### src/rtl/entrada_botones.sv
// Input conditioning for the pet control unit: synchronises and debounces six raw
// inputs, emits action pulses and the tilt level, and counts timed test presses.
module entrada_botones #(
  parameter int unsigned DEBOUNCE       = 1000,
  parameter int unsigned TEST_WINDOW    = 50000,
  parameter bit          BTN_ACTIVE_LOW = 1'b1
) (
  input  logic       clk,
  input  logic       rst,
  input  logic       sleep_raw,
  input  logic       awake_raw,
  input  logic       feed_raw,
  input  logic       play_raw,
  input  logic       test_raw,
  input  logic       giro_raw,
  output logic       botonSleep,
  output logic       botonAwake,
  output logic       botonFeed,
  output logic       botonPlay,
  output logic       giro,
  output logic       botonTest,
  output logic [3:0] pulseTest
);

  localparam int unsigned NCH     = 6;
  localparam int unsigned NBTN    = 5;
  localparam int unsigned CH_TEST = 4;
  localparam int unsigned CH_GIRO = 5;
  localparam int unsigned CW      = (DEBOUNCE > 1) ? $clog2(DEBOUNCE) : 1;
  localparam int unsigned TW      = $clog2(TEST_WINDOW + 1);
  localparam int unsigned PW      = 4;

  localparam logic [CW-1:0] CNT_MAX  = CW'(DEBOUNCE - 1);
  localparam logic [TW-1:0] WIN_LOAD = TW'(TEST_WINDOW);
  localparam logic [PW-1:0] PCNT_MAX = {PW{1'b1}};

  typedef enum logic [1:0] {
    S_IDLE     = 2'd0,
    S_COUNTING = 2'd1,
    S_EMIT     = 2'd2
  } state_e;

  logic [NCH-1:0]  raw_norm;
  logic [NCH-1:0]  sync1_q;
  logic [NCH-1:0]  sync2_q;
  logic [NCH-1:0]  stable_q;
  logic [NCH-1:0]  stable_d;
  logic [CW-1:0]   cnt_q [NCH];
  logic [CW-1:0]   cnt_d [NCH];
  logic [NBTN-1:0] rise_d;
  logic [3:0]      act_q;
  logic            test_press;

  state_e          state_q;
  state_e          state_d;
  logic [TW-1:0]   timer_q;
  logic [TW-1:0]   timer_d;
  logic [PW-1:0]   press_cnt_q;
  logic [PW-1:0]   press_cnt_d;
  logic [PW-1:0]   pulse_test_q;
  logic [PW-1:0]   pulse_test_d;
  logic            strobe_q;
  logic            strobe_d;

  // Normalise every raw input to pressed = 1
  assign raw_norm = {giro_raw, test_raw, play_raw, feed_raw, awake_raw, sleep_raw}
                    ^ {NCH{BTN_ACTIVE_LOW}};

  // A level is accepted only after DEBOUNCE consecutive disagreeing samples
  always_comb begin : debounce_comb
    for (int i = 0; i < NCH; i++) begin
      stable_d[i] = stable_q[i];
      cnt_d[i]    = '0;
      if (sync2_q[i] != stable_q[i]) begin
        if (cnt_q[i] == CNT_MAX) begin
          stable_d[i] = sync2_q[i];
        end else begin
          cnt_d[i] = cnt_q[i] + CW'(1);
        end
      end
    end
  end

  assign rise_d     = stable_d[NBTN-1:0] & ~stable_q[NBTN-1:0];
  assign test_press = rise_d[CH_TEST];

  always_ff @(posedge clk) begin : input_regs
    if (!rst) begin
      sync1_q  <= '0;
      sync2_q  <= '0;
      stable_q <= '0;
      act_q    <= '0;
      for (int i = 0; i < NCH; i++) cnt_q[i] <= '0;
    end else begin
      sync1_q  <= raw_norm;
      sync2_q  <= sync1_q;
      stable_q <= stable_d;
      act_q    <= rise_d[3:0];
      for (int i = 0; i < NCH; i++) cnt_q[i] <= cnt_d[i];
    end
  end

  always_ff @(posedge clk) begin : state_reg
    if (!rst) state_q <= S_IDLE;
    else      state_q <= state_d;
  end

  always_comb begin : next_state
    state_d = state_q;
    case (state_q)
      S_IDLE:     if (test_press) state_d = S_COUNTING;
      S_COUNTING: if (!test_press && (timer_q == TW'(1))) state_d = S_EMIT;
      S_EMIT:     state_d = test_press ? S_COUNTING : S_IDLE;
      default:    state_d = S_IDLE;
    endcase
  end

  // A press always wins over window expiry, including the EMIT cycle
  always_comb begin : seq_outputs
    press_cnt_d  = press_cnt_q;
    timer_d      = timer_q;
    pulse_test_d = pulse_test_q;
    strobe_d     = 1'b0;
    case (state_q)
      S_IDLE: begin
        if (test_press) begin
          press_cnt_d = PW'(1);
          timer_d     = WIN_LOAD;
        end
      end
      S_COUNTING: begin
        if (test_press) begin
          press_cnt_d = (press_cnt_q == PCNT_MAX) ? PCNT_MAX : press_cnt_q + PW'(1);
          timer_d     = WIN_LOAD;
        end else begin
          timer_d = timer_q - TW'(1);
          if (timer_q == TW'(1)) begin
            strobe_d     = 1'b1;
            pulse_test_d = press_cnt_q;
          end
        end
      end
      S_EMIT: begin
        if (test_press) begin
          press_cnt_d = PW'(1);
          timer_d     = WIN_LOAD;
        end else begin
          press_cnt_d = '0;
        end
      end
      default: begin
        press_cnt_d = '0;
        timer_d     = '0;
      end
    endcase
  end

  always_ff @(posedge clk) begin : seq_regs
    if (!rst) begin
      timer_q      <= '0;
      press_cnt_q  <= '0;
      pulse_test_q <= '0;
      strobe_q     <= 1'b0;
    end else begin
      timer_q      <= timer_d;
      press_cnt_q  <= press_cnt_d;
      pulse_test_q <= pulse_test_d;
      strobe_q     <= strobe_d;
    end
  end

  assign botonSleep = act_q[0];
  assign botonAwake = act_q[1];
  assign botonFeed  = act_q[2];
  assign botonPlay  = act_q[3];
  assign giro       = stable_q[CH_GIRO];
  assign botonTest  = strobe_q;
  assign pulseTest  = pulse_test_q;

endmodule
### config.mk
export PLATFORM = sky130hd
export DESIGN_NAME = entrada_botones
export DESIGN_NICKNAME = d
export VERILOG_FILES = /design/src/rtl/entrada_botones.sv
export SDC_FILE = /design/constraint.sdc
export NUM_CORES = 1
export LEC_CHECK = 0
export ABC_AREA = 0
export BUFFER_PORTS_ARGS = -buffer_cell sky130_fd_sc_hd__buf_4
export CORE_MARGIN = 2
export CORE_UTILIZATION = 33
export DETAILED_ROUTE_END_ITERATION = 10
export SYNTH_ARGS = -nofsm -noshare
export SYNTH_HDL_FRONTEND = slang
export SYNTH_SLANG_ARGS = --single-unit
### constraint.sdc
create_clock -name clk -period 2.5 [get_ports clk]
set_clock_uncertainty 0.2 [all_clocks]
set_input_delay 0.375 -clock clk [delete_from_list [all_inputs] [get_ports clk]]
set_output_delay 0.375 -clock clk [all_outputs]
set_load 0.01 [all_outputs]
After elaboration in Yosys (flattened, before gate mapping)
Memory sizes are Yosys's and may differ from the RTL's.
Index checks and enable logic that the tools add are counted.

storage, ports and cells
  bits in registers = 49
  RAM bits = 60
  input port bits = 8
  output and inout bits = 10
  logic and storage cells = 103
  memories kept = 1

memory list
  name   depth  bits a word  read ports  clocked after Yosys merged registers in  write ports  RTL line  text
  cnt_q  6      10           6           0                                        6            48        logic [CW-1:0] cnt_q [NCH];

cells by class
  $add $sub $neg = 8
  eq/ne operators = 20
  muxes and demuxes = 43
  bitwise logic cells = 12
  reductions and logical operators = 9

operator list
  cell                                                   count
  two-way mux 10 bit                                     18
  adder 10 x 1 -> 10 bit (second input constant)         6
  equality test 10 bit (second input constant)           6
  two-way mux 16 bit                                     2
  case mux 16 bit (2 select lines)                       1
  equality test 16 x 1 -> 1 bit (second input constant)  1
  subtractor 16 x 1 -> 16 bit (second input constant)    1
  two-way mux 1 bit                                      15
  two-way mux 4 bit                                      3
  case mux 4 bit (3 select lines)                        1
  != test 1 bit                                          6
  != test 2 bit (second input constant)                  3
  inverter 6 bit                                         1
  bitwise OR 1 bit                                       6
  case mux 2 bit (3 select lines)                        1
  AND reduction 2 bit                                    3
  AND 5 bit                                              1
  inverter 5 bit                                         1
  adder 4 x 1 -> 4 bit (second input constant)           1
  equality test 4 bit (second input constant)            1
  two-way mux 2 bit                                      2
  inverter 1 bit                                         3
  AND reduction 3 bit                                    1
  OR reduction 3 bit                                     1
  other kinds (7)                                        7

Longest topological paths before layout
An unclocked memory read counts as a cell.

  depth in word-level cells = 9
  depth in mapped cells = 6
  gate-level depth less buffers = 6

Worst setup path before layout
Ideal clock, no wire load.

  path type = flip-flop to flip-flop
  start point = mem cnt_q[4][0] (netlist bit)
  end point = reg pulse_test_q[0], in the netlist pulseTest[0]
  library setup time = 72 ps
  arrival time = 1693 ps
  required time = 2228 ps
  path slack = 536 ps
  cell stages (with the launch flop) = 7
  path buffers = 1
  clock period less this slack = 1964 ps
  cells stage by stage = dfxtp_1 ha_1 and4b_1 and4_1 buf_2 nor4_4 mux2i_1

RTL lines
  what                  RTL line  text
  from (decl)           48
  to (signal assigned)  167       pulse_test_q <= pulse_test_d;
  to (decl)             60        logic [PW-1:0] pulse_test_q;

==> summary.md <==
| Metric | Value |
|---|---|
| Congestion Overflow GR | 0 |
| GPL Wtd Cong | 0.794 |
| Outcome | finished clean |
| Fin nets | 543 |
| Fraction of registers with async set/reset | 0 |
| Critical Path Start Type | flop |
| Setup-failing EPs final | 0 |
| Initial antenna violation count | 0 |
| Peak VDD IR | around 0.00041 V |
| Utilization after layout | 0.393 |
| Drt via density | 4.78 |
| Sequential share of power | 0.523 |
| Starting Density | 0.341 |
| Post-DR wirelength/cell | 11.9 µm |
| EDFF count, synth | 0 |
| Post-DP HPWL | 5900 µm |
| Die height | 122 µm |
| P_sw | 685 µW |
| CTS max path bufs | 2 |
| Primary FF master, synth | dfxtp_1 |
| Syn avg cell area | 9.08 µm² |
| Comb power frac | 0.017 |
| CTS buffer count | 9 |
| Ant diodes | 0 |
| Total Routing Usage GR | 0.125 |
| Max-Cap Viols | 0 |
| Final worst-path cycle share | 0.859 |
| Slew HR | 0.621 |
| Worst-Margin Slew | 0.564 ns |
| Worst EP required | between 2 and 3 ns |
| PortBufs | 17 |
| Vias in the first global route | 3344 |
| Type of the worst setup path | reg -> reg |
| Setup WS post-layout | 0.353 ns |
| Pre-CTS setup slack | approximately 0.36 ns |
| Worst-skew pair later-pin latency | 0.34 ns |
| Final WL | 8390 µm |
| F_max | 466 MHz |
| Routed Antenna Nets | 0 |
| Clock slew at reported path FFs | 0.07 ns |
| Min-delay worst type | in -> reg |
| Most common cell after layout, fill and taps aside | dfxtp_1 |
| Sequential fraction of the synthesis area | 0.478 |
| Die ar. | 14800 µm² |
| First-pass GRT wire length | roughly 15000 µm |
| Final hold violations | 0 |
| Fin Setup TNS | 0 ns |
| Crit path time final | 2.15 ns |
| Most frequent cells in the layout | 109 x dfxtp_1, 91 x nor2_1, 36 x xnor2_1, 34 x nand2_1, 25 x nor3_1 |
| Share of post-route cells with drive strength above 1 | 0.0847 |
| Clock power share | 0.460 |
| Yosys reg bits | ~110 |
| Netlist Area Pre-Place | 4570 µm² |
| Syn nets | 520 |
| Max-slew violations | 0 |
| Arrival time at the worst endpoint | 2.16 ns |
| Core Box Area | 13400 µm² |
| Yosys top cell area share | 0.478 |
| Leak | 1.83 nW |
| Clk sink count | 109 |
| Synth-to-layout area growth | 15.3% |
| H-tree lvl count | 3 |
| Hold slack final | 0.227 ns |
| # DRC | 0 |
| Sw frac | 0.205 |
| Die width | 122 µm |
| Drt pass-1 iters | 4 |
| Ys Warns | 0 |
| Rows | 42 |
| Via count | around 3400 |
| Post-CTS sizing | 0 |
| Num ports | 18 |
| Crit Path Max Fanout | 12 |
| Int Power | 2.66 mW |
| Synth area leaders | dfxtp_1 48%, nor2_1 7.5%, xnor2_1 6.9%, xor2_1 4.4%, mux2i_1 3.3% |
| CTS tree | yes |
| Yosys cell types | 45 |
| RSZ-0062 raised after global routing | false |
| Root Driver | clkbuf_16 |
| Largest net degree at the start of global routing | 25 |
| DR iter-0 viols | 172 |
| Mapped Cells | 503 |
| Cell accounting for the most synthesized area | dfxtp_1 |
| Worst Setup End Kind | flop |
| Power density cells | 636 nW/µm² |
## worst max-delay path, stage by stage (launching register included)
cell and delay [ns]:
dfxtp_1 0.37, ha_1 0.21, and4b_1 0.25, nand4_1 0.37
nand2_1 0.53, nor4_1 0.10
## power by group through the flow
stage / Combinational, mW / Clock [mW] / Sequential, mW
after floorplan: 0.0291 / 0 / 1.79
after global placement: 0.0481 / 0 / 1.79
after detailed placement: 0.0498 / 0 / 1.79
after CTS: 0.0573 / 1.60 / 1.75
after global routing: 0.0641 / 1.65 / 1.75
final: 0.0562 / 1.54 / 1.75
## cells by family after synthesis
family,Yosys count,share of synthesized area
compound gates,31,0.0436
xor+xnor,59,0.113
fa+ha+maj,9,0.0247
buf+inv,30,0.0266
flops,109,0.478
mux,15,0.0329
simple gates,250,0.281
## cell type report
| class | count | area, µm² |
|---|---|---|
| Fill cell | 1330 | 8130 |
| Multi-Input combinational cell | 364 | 2260 |
| Sequential cell | 109 | 2180 |
| Clock buffer | 9 | 225 |
| Tap cell | 176 | 220 |
| Timing Repair Buffer | 26 | 210 |
| Clock inverter | 7 | 105 |
| Inverter | 16 | 60.1 |
## state kept, by name (all words and copies together) (netlist names)
name,count
act_q,4
botonTest,1
cnt_q,60
press_cnt_q,4
pulseTest,4
stable_q,6
state_q,2
sync1_q,6
sync2_q,6
timer_q,16
## cell usage after synthesis, types with 2 or more instances
cell type,instances
dfxtp_1,109
nor2_1,91
xnor2_1,36
nand2_1,34
nor3_1,25
xor2_1,23
nand3_1,22
nand4_1,19
inv_1,16
mux2i_1,15
a21oi_1,13
clkbuf_1,11
and2_1,10
and3_1,9
ha_1,9
nor2b_1,7
nor4_1,5
nand4b_1,4
a31oi_1,3
nand2b_1,3
nor3b_1,3
nor4_4,3
o21ai_0,3
or2_2,3
or4_1,3
and4_1,2
o211ai_1,2
o311ai_0,2
or3_1,2
## stage by stage
stage          total power, mW  cell area (µm²)  std cells
3_5_place_dp              1.84             4880        685
5_1_grt                   3.47             5270        707
3_3_place_gp              1.84             4880        685
2_1_floorplan             1.82             4570        503
4_1_cts                   3.41             5270        707
6_report                  3.35             5270        707
## path summary, 6_finish.rpt
kind / end / cells past startpoint / slack [ns] / startpoint
setup / recovery: state_q[1]$_SDFFE_PN0P_ / 5 / 0.35 / cnt_q[4][0]$_SDFF_PP0_
hold reg to reg: sync2_q[2]$_SDFF_PN0_ / 1 / 0.24 / sync1_q[2]$_SDFF_PN0_
hold / removal: press_cnt_q[0]$_SDFFE_PN0P_ / 2 / 0.23 / rst
setup reg to reg: state_q[1]$_SDFFE_PN0P_ / 5 / 0.35 / cnt_q[4][0]$_SDFF_PP0_
## what timing repair did
action / CTS / global route
hold endpoints to repair: 6 / 0
setup buffers: 0 / 0
hold buffers: 6 / 0
## routing by layer
metal,part of all wire,track usage,wire length (µm)
met1,0.50,0.155,4160
met2,0.45,0.207,3800
met3,0.036,0.0351,304
met4,0.014,0.0438,116
met5,0,0,0
No activity file was read; power rests on OpenSTA's default activity.
